**src/rtl/alu_pkg.sv**
```systemverilog
// Shared definitions for the execute-stage ALU: opcode encodings, controller
// states and the divider iteration-counter width.
package alu_pkg;

    localparam int ALU_WIDTH_DEFAULT = 8;

    typedef enum logic [3:0] {
        ALU_ADD = 4'b0000,
        ALU_SUB = 4'b0001,
        ALU_AND = 4'b0010,
        ALU_OR  = 4'b0011,
        ALU_NOR = 4'b0100,
        ALU_XOR = 4'b0101,
        ALU_DIV = 4'b0110,
        ALU_SLT = 4'b0111,
        ALU_LSL = 4'b1000,
        ALU_LSR = 4'b1001
    } alu_op_e;

    typedef enum logic {
        S_IDLE   = 1'b0,
        S_DIVIDE = 1'b1
    } state_e;

    // The counter must hold the value WIDTH itself, hence the extra bit.
    function automatic int cnt_width(input int width);
        return $clog2(width) + 1;
    endfunction

endpackage

```
**src/rtl/alu_divider.sv**
```systemverilog
// Unsigned restoring divider: one quotient bit per cycle, MSB first.
// done and quotient/remainder are the values being committed at this edge.
module alu_divider
    import alu_pkg::*;
#(
    parameter int WIDTH = ALU_WIDTH_DEFAULT
) (
    input  logic             clk,
    input  logic             reset,
    input  logic             load,
    input  logic [WIDTH-1:0] dividend,
    input  logic [WIDTH-1:0] divisor,
    output logic             busy,
    output logic             done,
    output logic [WIDTH-1:0] quotient,
    output logic [WIDTH-1:0] remainder
);

    localparam int CW = cnt_width(WIDTH);

    logic [WIDTH-1:0] rem_q, rem_d;
    logic [WIDTH-1:0] quot_q, quot_d;
    logic [WIDTH-1:0] divisor_q, divisor_d;
    logic [CW-1:0]    cnt_q, cnt_d;
    logic             busy_q, busy_d;

    logic [WIDTH:0]   shifted;
    logic             fits;
    logic [WIDTH-1:0] rem_step;
    logic [WIDTH-1:0] quot_step;

    always_comb begin
        shifted   = {rem_q, quot_q[WIDTH-1]};
        fits      = shifted >= {1'b0, divisor_q};
        // When the trial subtraction fits, the true difference is below the
        // divisor, so the low WIDTH bits are exact.
        rem_step  = fits ? (shifted[WIDTH-1:0] - divisor_q) : shifted[WIDTH-1:0];
        quot_step = {quot_q[WIDTH-2:0], fits};
    end

    always_comb begin
        rem_d     = rem_q;
        quot_d    = quot_q;
        divisor_d = divisor_q;
        cnt_d     = cnt_q;
        busy_d    = busy_q;
        if (load) begin
            rem_d     = '0;
            quot_d    = dividend;
            divisor_d = divisor;
            cnt_d     = CW'(WIDTH);
            busy_d    = 1'b1;
        end else if (busy_q) begin
            rem_d  = rem_step;
            quot_d = quot_step;
            cnt_d  = cnt_q - CW'(1);
            busy_d = (cnt_q != CW'(1));
        end
    end

    always_ff @(posedge clk) begin
        if (reset) begin
            rem_q     <= '0;
            quot_q    <= '0;
            divisor_q <= '0;
            cnt_q     <= '0;
            busy_q    <= 1'b0;
        end else begin
            rem_q     <= rem_d;
            quot_q    <= quot_d;
            divisor_q <= divisor_d;
            cnt_q     <= cnt_d;
            busy_q    <= busy_d;
        end
    end

    assign busy      = busy_q;
    assign done      = busy_q && (cnt_q == CW'(1));
    assign quotient  = quot_step;
    assign remainder = rem_step;

endmodule

```
**src/rtl/multicycle_alu.sv**
```systemverilog
// Execute-stage ALU with registered result/flags; single-cycle ops plus an
// iterative divide that holds busy until its quotient is ready.
//   state    | meaning
//   S_IDLE   | accepts start; 1-cycle ops and divide-by-zero complete here
//   S_DIVIDE | divider iterating, start ignored, done on final iteration
module multicycle_alu
    import alu_pkg::*;
#(
    parameter int WIDTH = ALU_WIDTH_DEFAULT
) (
    input  logic             clk,
    input  logic             reset,
    input  logic             start,
    input  logic [3:0]       alucontrol,
    input  logic [WIDTH-1:0] a,
    input  logic [WIDTH-1:0] b,
    output logic [WIDTH-1:0] result,
    output logic [WIDTH-1:0] remainder,
    output logic             zero,
    output logic             err,
    output logic             busy,
    output logic             done
);

    localparam logic [WIDTH-1:0] SHIFT_LIMIT = WIDTH'(WIDTH);

    state_e           state_q, state_d;
    logic [WIDTH-1:0] result_q, result_d;
    logic [WIDTH-1:0] remainder_q, remainder_d;
    logic             zero_q, zero_d;
    logic             err_q, err_d;
    logic             done_q, done_d;

    logic [WIDTH-1:0] op_res;
    logic [WIDTH-1:0] op_rem;
    logic             op_err;
    logic             div_launch;

    logic             div_load;
    logic             div_busy;
    logic             div_done;
    logic [WIDTH-1:0] div_quot;
    logic [WIDTH-1:0] div_rem;

    alu_divider #(
        .WIDTH(WIDTH)
    ) u_divider (
        .clk      (clk),
        .reset    (reset),
        .load     (div_load),
        .dividend (a),
        .divisor  (b),
        .busy     (div_busy),
        .done     (div_done),
        .quotient (div_quot),
        .remainder(div_rem)
    );

    always_comb begin
        op_res     = '0;
        op_rem     = '0;
        op_err     = 1'b0;
        div_launch = 1'b0;
        case (alucontrol)
            ALU_ADD: op_res = a + b;
            ALU_SUB: op_res = a - b;
            ALU_AND: op_res = a & b;
            ALU_OR:  op_res = a | b;
            ALU_NOR: op_res = ~(a | b);
            ALU_XOR: op_res = a ^ b;
            ALU_SLT: op_res = {{(WIDTH-1){1'b0}}, ($signed(a) < $signed(b))};
            ALU_LSL: op_res = (b >= SHIFT_LIMIT) ? '0 : (a << b);
            ALU_LSR: op_res = (b >= SHIFT_LIMIT) ? '0 : (a >> b);
            ALU_DIV: begin
                if (b == '0) begin
                    op_res = '1;
                    op_rem = a;
                    op_err = 1'b1;
                end else begin
                    div_launch = 1'b1;
                end
            end
            // Illegal or unknown codes take the error path.
            default: op_err = 1'b1;
        endcase
    end

    always_comb begin
        state_d     = state_q;
        result_d    = result_q;
        remainder_d = remainder_q;
        zero_d      = zero_q;
        err_d       = err_q;
        done_d      = 1'b0;
        div_load    = 1'b0;
        case (state_q)
            S_IDLE: begin
                if (start) begin
                    if (div_launch) begin
                        div_load = 1'b1;
                        state_d  = S_DIVIDE;
                    end else begin
                        result_d    = op_res;
                        remainder_d = op_rem;
                        zero_d      = (op_res == '0);
                        err_d       = op_err;
                        done_d      = 1'b1;
                    end
                end
            end
            S_DIVIDE: begin
                if (div_done) begin
                    result_d    = div_quot;
                    remainder_d = div_rem;
                    zero_d      = (div_quot == '0);
                    err_d       = 1'b0;
                    done_d      = 1'b1;
                    state_d     = S_IDLE;
                end
            end
            default: state_d = S_IDLE;
        endcase
    end

    always_ff @(posedge clk) begin
        if (reset) begin
            state_q     <= S_IDLE;
            result_q    <= '0;
            remainder_q <= '0;
            zero_q      <= 1'b0;
            err_q       <= 1'b0;
            done_q      <= 1'b0;
        end else begin
            state_q     <= state_d;
            result_q    <= result_d;
            remainder_q <= remainder_d;
            zero_q      <= zero_d;
            err_q       <= err_d;
            done_q      <= done_d;
        end
    end

    assign result    = result_q;
    assign remainder = remainder_q;
    assign zero      = zero_q;
    assign err       = err_q;
    assign done      = done_q;
    assign busy      = (state_q == S_DIVIDE) && div_busy;

endmodule

```
**config.mk**
```make
export PLATFORM = sky130hd
export DESIGN_NAME = multicycle_alu
export DESIGN_NICKNAME = d
export VERILOG_FILES = /design/src/rtl/alu_pkg.sv /design/src/rtl/alu_divider.sv /design/src/rtl/multicycle_alu.sv
export SDC_FILE = /design/constraint.sdc
export NUM_CORES = 1
export LEC_CHECK = 0
export CAP_MARGIN = 20
export CORE_MARGIN = 5
export CORE_UTILIZATION = 40
export DETAILED_ROUTE_END_ITERATION = 10
export HOLD_SLACK_MARGIN = 0.05
export SYNTH_ARGS = -nofsm -noshare
export SYNTH_HDL_FRONTEND = slang
export SYNTH_SLANG_ARGS = --single-unit
```
**constraint.sdc**
```tcl
create_clock -name clk -period 7.1 [get_ports clk]
set_input_delay 1.42 -clock clk [delete_from_list [all_inputs] [get_ports clk]]
set_output_delay 1.42 -clock clk [all_outputs]
set_load 0.02 [all_outputs]
```
== Word level (Yosys, flattened, before mapping) ==
Index checks and enable logic that the tools add are counted.

* Bitwise logic cells: 5
* Shift-type cells: 2
* Reductions and logical operators: 10
* Mux-type cells: 42
* Equal/unequal tests: 14
* $lt $le $gt $ge: 3
* $add $sub $neg: 4

{| class="wikitable"
|+ Operators by type and width
! operator !! number
|-
| $mux W8 || 14
|-
| $pmux W8 S10 || 1
|-
| $pmux W8 S2 || 2
|-
| $logic_not A8 Y1 || 3
|-
| $mux W1 || 18
|-
| $eq A4 B3 Y1 const B || 4
|-
| $sub A8 B8 Y8 || 2
|-
| $pmux W1 S2 || 5
|-
| $ge A9 B8 Y1 || 1
|-
| $reduce_or A9 Y1 || 1
|-
| $add A8 B8 Y8 || 1
|-
| $and A8 B8 Y8 || 1
|-
| $eq A4 B1 Y1 const B || 2
|-
| $eq A4 B2 Y1 const B || 2
|-
| $eq A4 B4 Y1 const B || 2
|-
| $ge A8 B4 Y1 const B || 1
|-
| $lt A8 B8 Y1 || 1
|-
| $mux W4 || 2
|-
| $not A8 Y8 || 1
|-
| $or A8 B8 Y8 || 1
|-
| $shl A8 B8 Y8 || 1
|-
| $shr A8 B8 Y8 || 1
|-
| $xor A8 B8 Y8 || 1
|-
| $logic_not A4 Y1 || 1
|-
| 9 further kinds || 11
|}

* Input port bits: 23
* Flip-flop bits (word level): 49
* Output and inout port bits: 20
* Word-level logic and storage cells: 92

== Depth between registers and ports, before layout ==
Gate-level depths: netlist (run 1).

* Depth after elaboration: 7
* Gate-level depth with buffers: 11
* Gate-level depth less buffers: 11

== By module ==
A second synthesis (run 1) with hierarchy kept.

* Cell total of the unflattened synthesis: 584
* Area, all modules: 4668.2 µm²

{| class="wikitable"
|+ By module, submodules not included
! module !! area an instance (µm²) !! cells each !! instances !! seq. area each (µm²)
|-
| multicycle_alu || 2856.5 || 364 || 1 || 400.4
|-
| alu_divider || 1811.7 || 220 || 1 || 580.6
|}

== Worst setup path before layout (run 1) ==
No wires, ideal clock.

* Kind: in2reg
* Start point: input b[1]
* End point: register zero_q, in the netlist zero
* Slack: 3.449 ns
* Stages on the path: 11
* Setup time: 0.087 ns
* Data arrival time: 3.564 ns
* Required time: 7.013 ns
* Path buffers: 2
* Cells stage by stage: buf_2 buf_2 inv_1 ha_1 nor2_1 o311ai_1 a21oi_1 o41ai_1 mux2i_1 or2_1 o31ai_1

* Cells in the longest elaborated chain, start to end: 7
* Elaborated cells between the ends (all ways): 23
* Classes of those cells: add/sub (2); order compare (2); eq/ne (1); shift (2); mux (9); bitwise (4); reduce/logical (3)

{| class="wikitable"
|+ Ends and longest elaborated chain
! what !! RTL line !! RTL
|-
| start, declared || multicycle_alu.sv:16 || <nowiki>input logic [WIDTH-1:0] b,</nowiki>
|-
| $ge A8 B4 Y1 (tied with other cells) || multicycle_alu.sv:72, multicycle_alu.sv:73 ||
|-
| $mux W8 (tied with other cells) || multicycle_alu.sv:73 || <nowiki>ALU_LSR: op_res = (b >= SHIFT_LIMIT) ? '0 : (a >> b);</nowiki>
|-
| $pmux W8 S10 || multicycle_alu.sv:64 || <nowiki>case (alucontrol)</nowiki>
|-
| $logic_not A8 Y1 || multicycle_alu.sv:105 || <nowiki>zero_d = (op_res == '0);</nowiki>
|-
| $mux W1 || multicycle_alu.sv:99 || <nowiki>if (div_launch) begin</nowiki>
|-
| $mux W1 || multicycle_alu.sv:98 || <nowiki>if (start) begin</nowiki>
|-
| $pmux W1 S2 || multicycle_alu.sv:96 || <nowiki>case (state_q)</nowiki>
|-
| end signal, assigned || multicycle_alu.sv:137 || <nowiki>zero_q <= zero_d;</nowiki>
|-
| end, declared || multicycle_alu.sv:30 || <nowiki>logic zero_q, zero_d;</nowiki>
|}

Several ways; a longest one is shown, not always the timed one. The select of a mux whose other input is x is not followed.
A chain may end at the register's enable or synchronous reset.

== Worst setup path in the final report (run 1) ==
Ends and elaborated chain as after synthesis.

==> results by group, run 1 <==
CTS
  • Post-CTS setup buffer count: 0
  • H-tree levels: 2
  • Clk Latency, worst-skew pair: approximately 0.29 ns
  • CTS Hold Buffers Added: 0
  • Clock sink count: around 50
  • Post_cts resized: 0
  • Total CTS buffers: 5
  • CTS Buffer Depth: 2
  • Root Buffer: clkbuf_16
  • CTS tree: done
  • Reg clk slew, reported paths: roughly 0.06 ns

GRT
  • Global route overflow: 0
  • Largest net degree at the start of global routing: 35
  • First-pass GRT wire length: roughly 23 mm
  • Vias in the first global route: approximately 4300
  • Gr usage total: 22.0%
  • Initial antenna violation count: 0

Timing
  • Worst Clk Skew: 0.00659 ns
  • Final TNS setup: 0 ns
  • Slew Viols, Final: 0
  • Worst relative slew slack: 28.4%
  • Minimum clock period: 4.61 ns
  • Final hold vios: 0
  • F_max: about 220 MHz
  • Tcrit/Tclk final: between 60% and 70%
  • Slew at the pin closest to its max-slew limit: about 1.1 ns
  • Final setup fails: 0
  • RSZ-0062 raised after global routing: false

Worst setup path
  • CP max-delay cell: clkdlybuf4s50_1
  • CP Capture Type: register
  • Worst path top cell family by delay: buffers and inverters
  • Startpoint Class: input pin
  • Crit-path cells: clkdlybuf4s50_1 > inv_1 > ha_1 > nor2_1 > o311ai_1 > a21oi_1 > o41ai_1 > mux2i_1 > or2_1 > o31ai_1
  • Critical-path maximum fanout: 21
  • WS Path Type: in2reg
  • Required time worst endpoint: about 7.3 ns
  • CP arrival: about 4.8 ns
  • CP Buf/Inv Count: 2
  • Crit-path max cell delay: around 1 ns

Run status
  • Outcome: completed

Route
  • Via density: ~6.2
  • DRC errors left: 0
  • Vias: around 4500
  • Final antenna-violating net count: 0
  • 1st-pass router iterations: 5
  • Drt wl/cell: 20.1 microns
  • WL final: between 10 and 15 mm
  • Initial drt markers: around 380

Die
  • Core ar.: roughly 11000 sq um
  • FP Rows: 38
  • DIE HEIGHT: approximately 120 microns
  • Die Wd: about 120 microns
  • Initial Util: 41.1%
  • Die area: between 10000 and 15000 sq um
  • # IOs: 43

Pwr
  • Leak Pwr: about 1.9 nW
  • Pwr Density: about 150 nW/um^2
  • IR drop worst, VDD: approximately 96 uV

Logic synthesis
  • Cell with the most instances after synthesis: dfxtp_1
  • Synth async-reset ratio: 0%
  • Netlist Area Pre-Place: around 4500 sq um
  • Syn_nets: 620
  • Distinct cells, synth: just under 80
  • Post-synthesis sequential area ratio: ~22%
  • Synth Instances: 560
  • Yosys top cell by area: dfxtp_1
  • Synth warn: 0
  • Area share of the largest cell type after synthesis: 21.8%
  • Top cells by count, synth: 49 x dfxtp_1, 42 x inv_1, 42 x nor2_1, 35 x nand2_1, 34 x ha_1
  • Avg Cell Area, Syn: between 8 and 9 sq um
  • Ranking of synthesized cells by area: dfxtp_1 22%, ha_1 9.5%, mux2i_1 4.5%
  • EDFF count, synth: 0
  • Yosys reg bits: between 40 and 50
  • Top_reg_cell synth: dfxtp_1

Hold path
  • Worst min path class: reg2reg

Finish
  • Layout cells sized above 1: 8.70%
  • Finished Cell Area: between 5000 and 6000 sq um
  • Antenna diodes: 0
  • P&R area growth vs syn: 14.8%
  • Non-Filler Instances: 726
  • Final-stage net count: approximately 650

Run
  • Max Cap Viol: 0

Place
  • DP Area: between 4000 and 5000 sq um
  • Routability cong.: 0.914
  • Placed Cells incl. Taps: roughly 720
  • Port bufs: 42
  • Detailed Place HPWL: approximately 11 mm
==> per-layer routing <==
metal	global-route usage [%]	routed length, microns
met1	31.1	6180
met5	0	0
met2	35.8	6880
met3	2.66	1310
met4	5.41	202
==> cell type report <==
class,instances,area (sq um)
Fill cell,1088,5770
Multi-Input combinational cell,438,3220
Sequential cell,49,981
Timing Repair Buffer,49,493
Tap cell,140,175
Inverter,42,158
Clock buffer,7,133
Clock inverter,1,7.51
==> tightest hold or removal path, stage by stage, from the launching register on <==
cell and delay (ns):
dfxtp_1 0.31, nand2_1 0.05, a21oi_1 0.05
==> sequential cells by signal, summed over array words and instances, names as in the netlist, 4 cells and up <==
| register | count |
|---|---|
| remainder | 8 |
| result | 8 |
| u_divider.cnt_q | 4 |
| u_divider.divisor_q | 8 |
| u_divider.quot_q | 8 |
| u_divider.rem_q | 8 |
==> report_power, final <==
group,internal (mW),switching [mW],total (mW)
combinational,0.0921,0.134,0.227
clock,0.131,0.104,0.235
sequential,0.283,0.00606,0.289
total,0.506,0.244,0.750
==> per-stage QoR <==
step                      total power, mW  hold slack, ns  utilization (%)  worst slack (ns)
after CTS                           0.751           0.455             47.0              2.48
after floorplan                     0.443           0.460                -              3.45
after global routing                0.786           0.480             47.2              2.14
after detailed placement            0.517           0.448             45.7              2.19
after global placement              0.516           0.445             45.7              2.29
final                               0.750           0.453             47.2              2.49
==> worst paths after layout <==
kind	start	endpoint	slack [ns]	depth (start not counted)
max	b[1]	zero$_SDFFE_PP0P_	2.49	10
min	result[1]$_SDFFE_PP0P_	result[1]$_SDFFE_PP0P_	0.45	2
min reg2reg	result[1]$_SDFFE_PP0P_	result[1]$_SDFFE_PP0P_	0.45	2
max reg2reg	u_divider.divisor_q[1]$_SDFFE_PP0P_	u_divider.rem_q[5]$_SDFFE_PP0P_	4.39	9
==> placed cells by master, fill, tap and decap left out, types with 4 or more instances in the layout <==
master            n
nand4_1           8
nor2_1           42
mux2_2            8
o21ai_0          26
o21bai_1          4
nor3_1            8
ha_1             34
o21ai_1          12
dfxtp_1          49
o211ai_1         11
a32oi_1           4
nand3_1          14
nor2b_1          18
mux4_2            8
nor4_1           12
clkdlybuf4s50_1  42
a221oi_1          4
or2_2             5
nand2b_1         11
a211oi_1         19
a21oi_1          31
inv_1            42
and3_1            6
or4_1             4
mux2i_1          20
a22oi_1           9
o22ai_1           4
buf_4             6
nor3b_1           6
a211o_1           5
nand2_1          35
clkbuf_16         5
a31oi_1           4
==> logic make-up after synthesis <==
logic type	count (synthesis)	share of synthesized area, %
adders and majority gates	37	10.8
AOI/OAI and AO/OA	165	25.0
DFF	49	21.8
muxes	36	10.5
and+or+nand+nor	195	24.2
xor gates and xnor gates	5	0.974
buffers and inverters	73	6.71
Power figures use the tool's default switching activity.
==> run 2, diff against run 1 <==
Clock period 7.1 ns to 4 ns, I/O delays scaled along.
==> results by group, run 2 (synthesis gave the netlist of run 1 again) <==
Route
  • DRC errors left: 0
  • Wl on met1: ~7 mm
  • Routed wl met3: 1.04 mm
  • Final antenna-violating net count: 0
  • Drt wl/cell: 20.7 microns
  • Vias: 4642
  • Initial drt markers: 345
  • DR top layer: met4
  • Via density: between 6 and 7
  • Metal2 WL: slightly above 7 mm
  • WL final: 15.5 mm
  • 1st-pass router iterations: 5

Pwr
  • IR drop worst, VDD: approximately 160 uV
  • Leak Pwr: approximately 2.0 nW
  • Pwr Total: between 1 and 1.5 mW
  • Pwr Density: 269 nW/um^2

CTS
  • CTS Hold Buffers Added: 0
  • CTS Buffer Depth: 2
  • H-tree levels: 2
  • Total CTS buffers: 5
  • Post_cts resized: 0
  • Clock sink count: 49
  • Post-CTS setup buffer count: 0
  • Root Buffer: clkbuf_16
  • CTS tree: done
  • Clk Latency, worst-skew pair: 0.29 ns
  • Reg clk slew, reported paths: 0.07 ns

Hold path
  • Hold Path Origin: result[1]$_SDFFE_PP0P_
  • Hold Path End: result[1]$_SDFFE_PP0P_
  • Hold-critical path depth: 2
  • Worst min path class: reg2reg

Place
  • Port bufs: 42
  • Routability cong.: 1.02
  • Detailed Place HPWL: approximately 12 mm
  • DP Area: a little over 5000 sq um

Die
  • Die area: roughly 13000 sq um
  • DIE HEIGHT: ~120 microns
  • # IOs: 43
  • Initial Util: between 40% and 50%
  • Die Wd: about 120 microns
  • Core ar.: around 11000 sq um
  • FP Rows: 38

Worst setup path
  • FF-to-FF End: u_divider.rem_q[5]$_SDFFE_PP0P_
  • Critical-path maximum fanout: 7
  • CP Capture Type: register
  • R2R Setup Slk: about 1.3 ns
  • CP max-delay cell: clkdlybuf4s50_1
  • RR Startpoint: u_divider.divisor_q[1]$_SDFFE_PP0P_
  • Startpoint Class: input pin
  • Required time worst endpoint: ~4.2 ns
  • Crit-path max cell delay: 0.55 ns
  • Worst path top cell family by delay: compound AO/OA/AOI/OAI gates
  • WS Path Type: in2reg
  • Crit-path cells: clkdlybuf4s50_1 > inv_1 > ha_1 > inv_1 > fa_1 > o21a_1 > o211ai_1 > a21oi_1 > nor4_1 > o211ai_1 > nand4bb_1 > o31ai_1
  • Worst R2R Path Depth: 9
  • CP Buf/Inv Count: 3
  • CP arrival: ~3.8 ns

Timing
  • Slew Viols, Final: 0
  • Worst Clk Skew: 0.00364 ns
  • F_max: roughly 280 MHz
  • Final hold vios: 0
  • Final setup fails: 0
  • Final TNS setup: 0 ns
  • RSZ-0062 raised after global routing: false
  • Slew at the pin closest to its max-slew limit: between 0.8 and 0.9 ns
  • Minimum clock period: about 3.5 ns
  • Worst relative slew slack: a little over two fifths
  • Tcrit/Tclk final: a little under 90%

Finish
  • Final-stage net count: 668
  • Layout cells sized above 1: between 10% and 20%
  • Most frequent cells in the layout: 49 x dfxtp_1, 42 x inv_1, 42 x nor2_1, 42 x clkdlybuf4s50_1, 35 x nand2_1
  • P&R area growth vs syn: 19.0%
  • Commonest non-fill, non-tap cell in the layout: dfxtp_1
  • Antenna diodes: 0
  • Finished Cell Area: around 5400 sq um

GRT
  • Initial antenna violation count: 0
  • Largest net degree at the start of global routing: 35
  • Vias in the first global route: 4525
  • First-pass GRT wire length: around 25 mm
  • Global route overflow: 0
  • Gr usage total: about a quarter

Run status
  • Outcome: completed

Run
  • Max Cap Viol: 0
## run 2: metal layers
metal	vias up	GRT usage [%]
met3	32	3.97
li1	2177	-
met4	0	7.04
met1	2224	33.2
met2	209	37.1
met5	-	0
## run 2: how the worst max path moves through the flow
stage | start | to | slack, ns | cells after the start
floorplan | b[1] | zero$_SDFFE_PP0P_ | 0.97 | 11
global placement | a[0] | zero$_SDFFE_PP0P_ | 0.28 | 12
detailed placement | a[0] | zero$_SDFFE_PP0P_ | 0.21 | 12
CTS | a[0] | zero$_SDFFE_PP0P_ | 0.50 | 12
global route | a[0] | zero$_SDFFE_PP0P_ | 0.27 | 12
finish | a[0] | zero$_SDFFE_PP0P_ | 0.45 | 12
## run 2: power breakdown
| group | internal (mW) | leakage, nW | switching [mW] |
|---|---|---|---|
| clock network | 0.312 | 0.0831 | 0.191 |
| logic | 0.177 | 1.53 | 0.250 |
| registers | 0.501 | 0.397 | 0.0102 |
## run 2: cell type report
class	instances	area (sq um)
Sequential cell	49	981
Clock inverter	2	37.5
Clock buffer	6	139
Multi-Input combinational cell	438	3220
Tap cell	140	175
Inverter	42	158
Timing Repair Buffer	72	646
Fill cell	1079	5580
## run 2: metrics by stage
| step | utilization, % | setup slack [ns] | cells | hold WS, ns |
|---|---|---|---|---|
| 3_3_place_gp | 47.3 | 0.277 | 741 | 0.443 |
| 5_1_grt | 48.9 | 0.269 | 749 | 0.481 |
| 6_report | 48.9 | 0.454 | 749 | 0.456 |
| 4_1_cts | 48.9 | 0.505 | 749 | 0.456 |
| 3_5_place_dp | 47.3 | 0.213 | 741 | 0.446 |
| 2_1_floorplan | - | 0.969 | 560 | 0.460 |
## run 2: worst reg2reg max path: stages (launching register included)
cell and delay, ns:
dfxtp_1 0.39, inv_1 0.06, ha_1 0.29, nor2b_1 0.13, o21a_1 0.14, o21ai_1 0.12
a211oi_1 0.67, or2_2 0.33, mux2i_1 0.33, a21oi_1 0.11
